--- config.mk ---
export PLATFORM = sky130hd
export DESIGN_NAME = uart_rx_ctrl
export DESIGN_NICKNAME = d
export VERILOG_FILES = /design/src/rtl/uart_pkg.sv /design/src/rtl/sync_fifo.sv /design/src/rtl/uart_rx_ctrl.sv
export SDC_FILE = /design/constraint.sdc
export NUM_CORES = 1
export LEC_CHECK = 0
export ABC_AREA = 1
export CORE_AREA = 2 2 79 81
export DETAILED_ROUTE_END_ITERATION = 16
export DIE_AREA = 0 0 81 83
export GPL_ROUTABILITY_DRIVEN = 1
export GPL_TIMING_DRIVEN = 1
export PLACE_DENSITY = 0.89
export SYNTH_ARGS = -nofsm -noshare
export SYNTH_HDL_FRONTEND = slang
export SYNTH_SLANG_ARGS = --single-unit
--- constraint.sdc ---
create_clock -name clk -period 3.38 [get_ports clk]
set_input_delay 0.507 -clock clk [delete_from_list [all_inputs] [get_ports clk]]
set_output_delay 0.507 -clock clk [all_outputs]
set_load 0.01 [all_outputs]
--- src/rtl/uart_pkg.sv ---
// Shared types and defaults for the UART receive path.
package uart_pkg;

    localparam int unsigned N_BITS_DEFAULT = 8;

    typedef enum logic [1:0] {
        IDLE,
        COLLECT,
        WAIT_STOP
    } rx_state_t;

endpackage

--- src/rtl/sync_fifo.sv ---
// Single-clock word FIFO with occupancy count; accepts a push while full if a pop happens in the same cycle.
module sync_fifo #(
    parameter int unsigned WIDTH = 8,
    parameter int unsigned DEPTH = 4
) (
    input  logic                     clk,
    input  logic                     rst,
    input  logic                     push,
    input  logic [WIDTH-1:0]         wdata,
    input  logic                     pop,
    output logic [WIDTH-1:0]         rdata,
    output logic                     full,
    output logic                     empty,
    output logic [$clog2(DEPTH):0]   count
);

    localparam int unsigned AW = $clog2(DEPTH);

    logic [WIDTH-1:0] mem [DEPTH];
    logic [AW-1:0]    wr_ptr;
    logic [AW-1:0]    rd_ptr;
    logic [AW:0]      cnt;
    logic             do_push;
    logic             do_pop;

    assign empty   = (cnt == '0);
    assign full    = (cnt == (AW+1)'(DEPTH));
    assign do_pop  = pop & ~empty;
    assign do_push = push & (~full | do_pop);
    assign count   = cnt;
    // Gated so the head reads as zero whenever nothing is buffered, including right after reset.
    assign rdata   = empty ? '0 : mem[rd_ptr];

    always_ff @(posedge clk) begin
        if (do_push) begin
            mem[wr_ptr] <= wdata;
        end
    end

    always_ff @(posedge clk or posedge rst) begin
        if (rst) begin
            wr_ptr <= '0;
            rd_ptr <= '0;
            cnt    <= '0;
        end else begin
            if (do_push) begin
                wr_ptr <= wr_ptr + 1'b1;
            end
            if (do_pop) begin
                rd_ptr <= rd_ptr + 1'b1;
            end
            case ({do_push, do_pop})
                2'b10:   cnt <= cnt + 1'b1;
                2'b01:   cnt <= cnt - 1'b1;
                default: cnt <= cnt;
            endcase
        end
    end

endmodule

--- src/rtl/uart_rx_ctrl.sv ---
// Assembles receiver bit/stop events into LSB-first words, buffers them, and flags framing/overrun/timeout.
module uart_rx_ctrl
    import uart_pkg::*;
#(
    parameter int unsigned N_BITS         = N_BITS_DEFAULT,
    parameter int unsigned FIFO_DEPTH     = 4,
    parameter int unsigned TIMEOUT_CYCLES = 4000
) (
    input  logic                          clk,
    input  logic                          rst,
    input  logic                          bit_in,
    input  logic                          bit_ready,
    input  logic                          stop_valid,
    input  logic                          stop_ok,
    output logic [N_BITS-1:0]             rx_data,
    output logic                          rx_valid,
    input  logic                          rx_ready,
    output logic [$clog2(FIFO_DEPTH):0]   fifo_count,
    output logic                          framing_err,
    output logic                          overrun_err,
    output logic                          timeout_err,
    input  logic                          clear_err
);

    localparam int unsigned BW = $clog2(N_BITS + 1);
    localparam int unsigned TW = $clog2(TIMEOUT_CYCLES + 1);

    rx_state_t         state, state_nx;
    logic [N_BITS-1:0] sreg, sreg_nx;
    logic [BW-1:0]     bcnt, bcnt_nx;
    logic [TW-1:0]     tcnt, tcnt_nx;
    logic              push_req;
    logic              frm_set, ovr_set, tmo_set;
    logic              fifo_full, fifo_empty, pop;
    logic              rx_event;

    assign rx_valid = ~fifo_empty;
    assign pop      = rx_valid & rx_ready;
    assign rx_event = bit_ready | stop_valid;

    always_ff @(posedge clk or posedge rst) begin
        if (rst) begin
            state       <= IDLE;
            sreg        <= '0;
            bcnt        <= '0;
            tcnt        <= '0;
            framing_err <= 1'b0;
            overrun_err <= 1'b0;
            timeout_err <= 1'b0;
        end else begin
            state       <= state_nx;
            sreg        <= sreg_nx;
            bcnt        <= bcnt_nx;
            tcnt        <= tcnt_nx;
            framing_err <= frm_set | (framing_err & ~clear_err);
            overrun_err <= ovr_set | (overrun_err & ~clear_err);
            timeout_err <= tmo_set | (timeout_err & ~clear_err);
        end
    end

    always_comb begin
        state_nx = state;
        sreg_nx  = sreg;
        bcnt_nx  = bcnt;
        tcnt_nx  = tcnt;
        push_req = 1'b0;
        frm_set  = 1'b0;
        ovr_set  = 1'b0;
        tmo_set  = 1'b0;

        case (state)
            IDLE: begin
                tcnt_nx = '0;
                if (bit_ready) begin
                    sreg_nx    = '0;
                    sreg_nx[0] = bit_in;
                    bcnt_nx    = BW'(1);
                    state_nx   = (N_BITS == 1) ? WAIT_STOP : COLLECT;
                end
            end
            COLLECT: begin
                if (bit_ready) begin
                    for (int unsigned i = 0; i < N_BITS; i++) begin
                        if (bcnt == BW'(i)) begin
                            sreg_nx[i] = bit_in;
                        end
                    end
                    bcnt_nx = bcnt + 1'b1;
                    if (bcnt == BW'(N_BITS - 1)) begin
                        state_nx = WAIT_STOP;
                    end
                end
            end
            WAIT_STOP: begin
                if (stop_valid) begin
                    if (stop_ok) begin
                        // A simultaneous pop frees a slot, so a full FIFO still takes the word.
                        if (!fifo_full || pop) begin
                            push_req = 1'b1;
                        end else begin
                            ovr_set = 1'b1;
                        end
                    end else begin
                        frm_set = 1'b1;
                    end
                    state_nx = IDLE;
                    sreg_nx  = '0;
                    bcnt_nx  = '0;
                end
            end
            default: begin
                state_nx = IDLE;
            end
        endcase

        if (state != IDLE) begin
            if (rx_event) begin
                tcnt_nx = '0;
            end else if (tcnt == TW'(TIMEOUT_CYCLES - 1)) begin
                tmo_set  = 1'b1;
                state_nx = IDLE;
                sreg_nx  = '0;
                bcnt_nx  = '0;
                tcnt_nx  = '0;
            end else begin
                tcnt_nx = tcnt + 1'b1;
            end
        end
    end

    sync_fifo #(
        .WIDTH (N_BITS),
        .DEPTH (FIFO_DEPTH)
    ) u_fifo (
        .clk   (clk),
        .rst   (rst),
        .push  (push_req),
        .wdata (sreg),
        .pop   (pop),
        .rdata (rx_data),
        .full  (fifo_full),
        .empty (fifo_empty),
        .count (fifo_count)
    );

endmodule

; ---- Word level (Yosys, flattened, before mapping)
; Memory sizes are Yosys's and may differ from the RTL's.
; Cells that the tools add are included.
[totals]
n_memories = 1
regBits = 36
word_cells = 104
out_inout_bits = 15
mem_bits_rw = 32
[op_classes]
n_eq_ne = 13
n_mux = 52
bitwise_logic = 14
reduce_logical = 8
add_sub_neg = 6
[mem_list]
columns = memory, depth, word_bits, read_ports, rd_clocked_by_memory_dff, wr, line
row1 = u_fifo.mem, 4, 8, 1, 0, 1, sync_fifo.sv:19  ; logic [WIDTH-1:0] mem [DEPTH];
[ops]
columns = operator, count
row1 = $mux 8, 7
row2 = $mux 12, 4
row3 = $mux 1, 24
row4 = $mux 4, 6
row5 = $pmux 8 s3, 1
row6 = $eq 4x3->1 const B, 4
row7 = $mux 2, 7
row8 = $add 12x1->12 const B, 1
row9 = $eq 12x12->1 const B, 1
row10 = $pmux 4 s3, 1
row11 = $eq 4x2->1 const B, 2
row12 = $and 1x1->1, 6
row13 = $pmux 2 s3, 1
row14 = $pmux 3 s2, 1
row15 = $reduce_bool 2->1, 3
row16 = $or 1x1->1, 5
row17 = $add 2x1->2 const B, 2
row18 = $add 4x1->4 const B, 1
row19 = $eq 2x1->1 const B, 2
row20 = $eq 2x2->1 const B, 2
row21 = $eq 4x1->1 const B, 1
row22 = $logic_not 4->1, 1
row23 = $add 3x1->3 const B, 1
row24 = $eq 3x3->1 const B, 1
row25 = other kinds (6), 8

; ---- Logic depth before layout (Yosys ltp)
[depth]
ltp_word = 11
mapped_depth = 10
mapped_depth_nobuf = 10

; ---- Cells and area by module
; From an unflattened synthesis, not the netlist that was laid out.
[unflattened]
cells_unflattened = 395
hier_area_um2 = 3493.4
[by_module_without_submodules]
columns = module, cells_each, n_inst, area_each_um2, seq_area_each_um2
row1 = uart_rx_ctrl, 245, 1, 1780.5, 725.7
row2 = sync_fifo, 150, 1, 1712.9, 1136.1

; ---- Least setup slack after synthesis
; Ideal clock, no wire load.
[synth_timing]
path_kind = input to register
from = in rx_ready
to = reg u_fifo.cnt[2] (netlist: u_fifo.count[2])
n_path_buf = 0
cell_stages = 9
slack_ps = 1520
arrival_ps = 1729
setup_time_ps = 131
cell_sequence = nor2_1 > nand2_1 > nand4_4 > ha_1 > inv_1 > fa_1 > a21oi_1 > o21ai_0 > xor2_1
[synth_via]
elab_chain_cells = 9
elab_cells_between_ends = 13
[synth_lines]
columns = item, line
row1 = start: declaration, uart_rx_ctrl.sv:17  ; input logic rx_ready,
row2 = $and 1x1->1 (*), uart_rx_ctrl.sv:38  ; assign pop = rx_valid & rx_ready;
row3 = $logic_or 1x1->1, uart_rx_ctrl.sv:98  ; if (!fifo_full || pop) begin
row4 = $mux 1, uart_rx_ctrl.sv:98
row5 = $mux 1, uart_rx_ctrl.sv:96  ; if (stop_ok) begin
row6 = $mux 1, uart_rx_ctrl.sv:95  ; if (stop_valid) begin
row7 = $mux 1, uart_rx_ctrl.sv:71  ; case (state)
row8 = $and 1x1->1, sync_fifo.sv:29  ; assign do_push = push & (~full | do_pop);
row9 = $eq 2x1->1 or $eq 2x2->1 (tied branches), sync_fifo.sv:52  ; case ({do_push, do_pop})
row10 = $pmux 3 s2 or $reduce_bool 2->1 (tied branches), -
row11 = end signal: assignment, sync_fifo.sv:53  ; 2'b10: cnt <= cnt + 1'b1;
row12 = end signal: assignment, sync_fifo.sv:54  ; 2'b01: cnt <= cnt - 1'b1;
row13 = end signal: assignment, sync_fifo.sv:55  ; default: cnt <= cnt;
row14 = end: declaration, sync_fifo.sv:22  ; logic [AW:0] cnt;
; Mark *: on every way between the ends. The rest lies on a longest branch, timed or not.
; A chain may end at the register's enable or synchronous reset.

; ---- Final worst setup path
[layout_timing]
from = reg u_fifo.rd_ptr[0]
to = out rx_data[1]
[layout_via]
elab_chain_cells = 2
[layout_lines]
columns = item, line
row1 = start: declaration, sync_fifo.sv:21  ; logic [AW-1:0] rd_ptr;
row2 = start signal: assignment, sync_fifo.sv:50  ; rd_ptr <= rd_ptr + 1'b1;
row3 = $mem_v2 4x8, -
row4 = $mux 8, sync_fifo.sv:32  ; assign rdata = empty ? '0 : mem[rd_ptr];
row5 = end: declaration, uart_rx_ctrl.sv:15  ; output logic [N_BITS-1:0] rx_data,
; Every way passes these cells.

==> results.txt <==
----------------------------------------------------
[Outcome]
  Run status ... finished, final reports clean

[Synthesis]
  Fraction of the yosys area taken by sequential cells ... 0.549
  Most instantiated library cell after synthesis ... sky130_fd_sc_hd__nand2_1
  Mapped cell area ... between 3000 and 4000 um^2
  Gate count after technology mapping ... 370
  Post-synth EDFFs ... 32
  Synthesized netlist net count ... 390
  Cell type with the highest aggregate area in the netlist ... sky130_fd_sc_hd__edfxtp_1
  Top area cells in the synthesized netlist ... sky130_fd_sc_hd__edfxtp_1 (28%), sky130_fd_sc_hd__dfrtp_1 (27%), sky130_fd_sc_hd__nand2_1 (7.7%)
  Avg Cell Area, Syn ... around 9.2 um^2
  Total of flip-flops plus latches after synthesis ... 68
  Share of Yosys cell area claimed by the top area cell type ... 0.283
  Dominant register cell in the synthesized netlist ... sky130_fd_sc_hd__dfrtp_1
  Leading cell types by count after synthesis ... sky130_fd_sc_hd__nand2_1 (70), sky130_fd_sc_hd__nor2_1 (69), sky130_fd_sc_hd__inv_1 (47)
  Syn. warnings ... 0
  Fraction of registers with async set/reset ... 0.529
  Post-synthesis cell type count ... 34

[Critical path]
  FF-to-FF setup slack ... between 1000 and 1500 ps
  Largest fanout on the critical path ... 18
  Critical path data required time ... ~2900 ps
  Worst Path Class, Setup ... reg -> out
  Arrival @ worst endpoint ... 2210 ps
  Critical Path Source Type ... flip-flop
  Type of element capturing the critical path ... output port

[Power]
  Total power divided by cell area ... approximately 720 nW/um^2
  Static Leakage ... 1.68 nW
  Total power after layout ... 2.76 mW
  Peak supply drop ... between 0.4 and 0.5 mV

[Finish]
  Summed area of non-filler cells in the final layout ... 3850 um^2
  Non-filler cells, final ... approximately 480
  Area growth syn-to-layout ... 13.4%
  Final Net Count ... 418
  Number of inserted diodes ... 0
  Total of fill cells in the finished design ... 441
  Sequential cell area ... 1860 um^2
  Share of the core filled with cells ... 0.661
  Area occupied by multi-input gates ... about 1300 um^2
  Layout cell share with drive strength beyond 1 ... 0.107

[GRT]
  Number of antenna violations at the first check in global routing ... 0
  Pin count of the biggest net entering global routing ... 37
  First-pass GRT wire length ... 11.0 mm
  Number of global-route vias before repair ... between 2000 and 3000
  Overall Global Routing Usage ... 0.210
  Overflow after GRT ... 0

[Clocking]
  Clock transition time at the flip-flop clock pins of the worst setup and hold paths ... 70 ps
  TritonCTS clock tree ... built
  Clock tree root driver cell ... sky130_fd_sc_hd__clkbuf_8
  Number of sinks handled by clock tree synthesis ... 68
  Inserted Clock Buffers ... 9
  Htree depth ... 3
  Number of gates resized after CTS ... 0
  Total of hold buffers inserted after clock tree synthesis ... 0
  Clock insertion delay at the later pin of the skew report ... 340 ps
  Longest Clk Path Bufs ... 2
  Setup fix buffers added after clock tree synthesis ... 0

[STA]
  Endpoints failing setup ... 0
  Final max-slew violation count ... 0
  Final-layout setup total negative slack ... 0 ps
  Unrepaired setup endpoints after global routing ... false
  Hold Worst Slack ... 474 ps
  Final worst clock skew ... roughly 11 ps
  Final Hold Viols ... 0
  Shortest clock period the worst path allows after layout ... 2720 ps
  Timing-limited maximum frequency ... 368 MHz
  Final worst path period share ... 0.805
  Smallest setup slack after layout ... roughly 660 ps
  Least-Margin Pin Slew ... ~700 ps
  Rel. slew slack ... 0.533

[Detailed routing]
  Routed wirelength normalized by instance count ... 13.1 um
  Ratio of routed vias to standard cells ... 5.15
  Total wire length after detailed routing ... 6.24 mm
  Initial DRC Count ... 138
  Count of unresolved DRC violations after routing ... 0
  Initial DRT Pass Iterations ... 4
  Via count ... 2461
  ANT nets after route ... 0

[Placed design]
  Final HPWL from detailed placement ... 4.49 mm
  Cell count after placement ... 462
  Count of input and output buffers ... 22
  Worst slack, placed ... 958 ps
  Dpl cell area ... 3660 um^2
  Placer Congestion ... 0.860

[Die]
  Number of placement rows ... 28
  Effective utilization at floorplan ... 0.583
  Die outline width ... 81 um
  Placeable core area ... approximately 5800 um^2
  I/O pin cnt ... 23
  Die Outline Area ... 6720 um^2
  Height of the chip ... 83 um

[Min path]
  Min-Delay Path Class ... reg -> reg

[Run]
  MaxCap Viol Count ... 0

----------------------------------------------------
-- kinds of logic (layout without fill, tap and decap cells) --
logic type                 count (synthesis)  count (layout)  share of synthesized area
AOI/OAI and AO/OA                         49              49                     0.0852
xor gates and xnor gates                   7               7                     0.0181
adders and majority gates                 12              12                     0.0465
buffers and inverters                     59              92                     0.0734
DFF                                       68              68                      0.549
and+or+nand+nor                          175             175                      0.228
-- registers in the layout (all words and copies together) (netlist names) --
name / cells
bcnt: 4
framing_err: 1
overrun_err: 1
sreg: 8
state: 2
tcnt: 12
timeout_err: 1
u_fifo.count: 3
u_fifo.mem: 32
u_fifo.rd_ptr: 2
u_fifo.wr_ptr: 2
-- worst max-delay path, cell delays in order (launching register included) --
cell                              delay [ps]
sky130_fd_sc_hd__dfrtp_1                 720
sky130_fd_sc_hd__inv_2                   260
sky130_fd_sc_hd__o21ai_0                 310
sky130_fd_sc_hd__a21oi_1                 110
sky130_fd_sc_hd__clkdlybuf4s50_1         480
-- worst paths after layout --
check	startpoint	endpoint	cells past startpoint
worst max register to register	u_fifo.count[1]	u_fifo.count[2]	9
worst min-delay path	tcnt[0]	tcnt[0]	1
worst max-delay path	u_fifo.rd_ptr[0]	rx_data[1]	4
worst min register to register	tcnt[0]	tcnt[0]	1
min in group asynchronous	rst	u_fifo.wr_ptr[0]	3
max in group asynchronous	rst	bcnt[0]	3
-- final cells by class --
| cell class | count | share of cell area |
|---|---|---|
| inverter | 53 | 0.0517 |
| multi-input combinational | 243 | 0.333 |
| clock buffer | 10 | 0.0332 |
| clock inverter | 6 | 0.0143 |
| tap | 75 | 0.0244 |
| timing repair buffer | 23 | 0.0592 |
| sequential | 68 | 0.484 |
-- routing by layer --
| layer | vias to the layer above | global-route usage | share of wire |
|---|---|---|---|
| met5 | - | 0 | 0 |
| met1 | 1145 | 0.249 | 0.42 |
| met4 | 0 | 0.0971 | 0.024 |
| li1 | 1241 | - | - |
| met3 | 15 | 0.0446 | 0.052 |
| met2 | 60 | 0.358 | 0.51 |
-- power breakdown --
| part | switching [mW] | total, mW | internal (mW) |
|---|---|---|---|
| Clock | 0.295 | 0.628 | 0.333 |
| Sequential | 0.170 | 1.18 | 1.01 |
| Combinational | 0.530 | 0.961 | 0.431 |
| Total | 0.995 | 2.76 | 1.77 |
-- placed cells by master (no fill, tap or decap), types with 2 or more instances in the layout --
cell type,netlist,routed
sky130_fd_sc_hd__a21oi_1,11,11
sky130_fd_sc_hd__a21oi_2,9,9
sky130_fd_sc_hd__clkbuf_8,0,9
sky130_fd_sc_hd__clkdlybuf4s50_1,0,22
sky130_fd_sc_hd__clkinv_1,0,2
sky130_fd_sc_hd__clkinv_2,0,2
sky130_fd_sc_hd__dfrtp_1,36,36
sky130_fd_sc_hd__edfxtp_1,32,32
sky130_fd_sc_hd__ha_1,11,11
sky130_fd_sc_hd__inv_1,47,47
sky130_fd_sc_hd__inv_2,6,6
sky130_fd_sc_hd__nand2_1,70,70
sky130_fd_sc_hd__nand2_2,3,3
sky130_fd_sc_hd__nand3_1,16,16
sky130_fd_sc_hd__nor2_1,69,69
sky130_fd_sc_hd__nor2_2,3,3
sky130_fd_sc_hd__nor2_4,4,4
sky130_fd_sc_hd__nor3_1,2,2
sky130_fd_sc_hd__nor3_2,2,2
sky130_fd_sc_hd__o21ai_0,22,22
sky130_fd_sc_hd__o21ai_1,2,2
sky130_fd_sc_hd__o22ai_1,2,2
sky130_fd_sc_hd__xnor2_1,2,2
sky130_fd_sc_hd__xor2_1,5,5
Note: power is estimated with default switching activity, not from simulation.
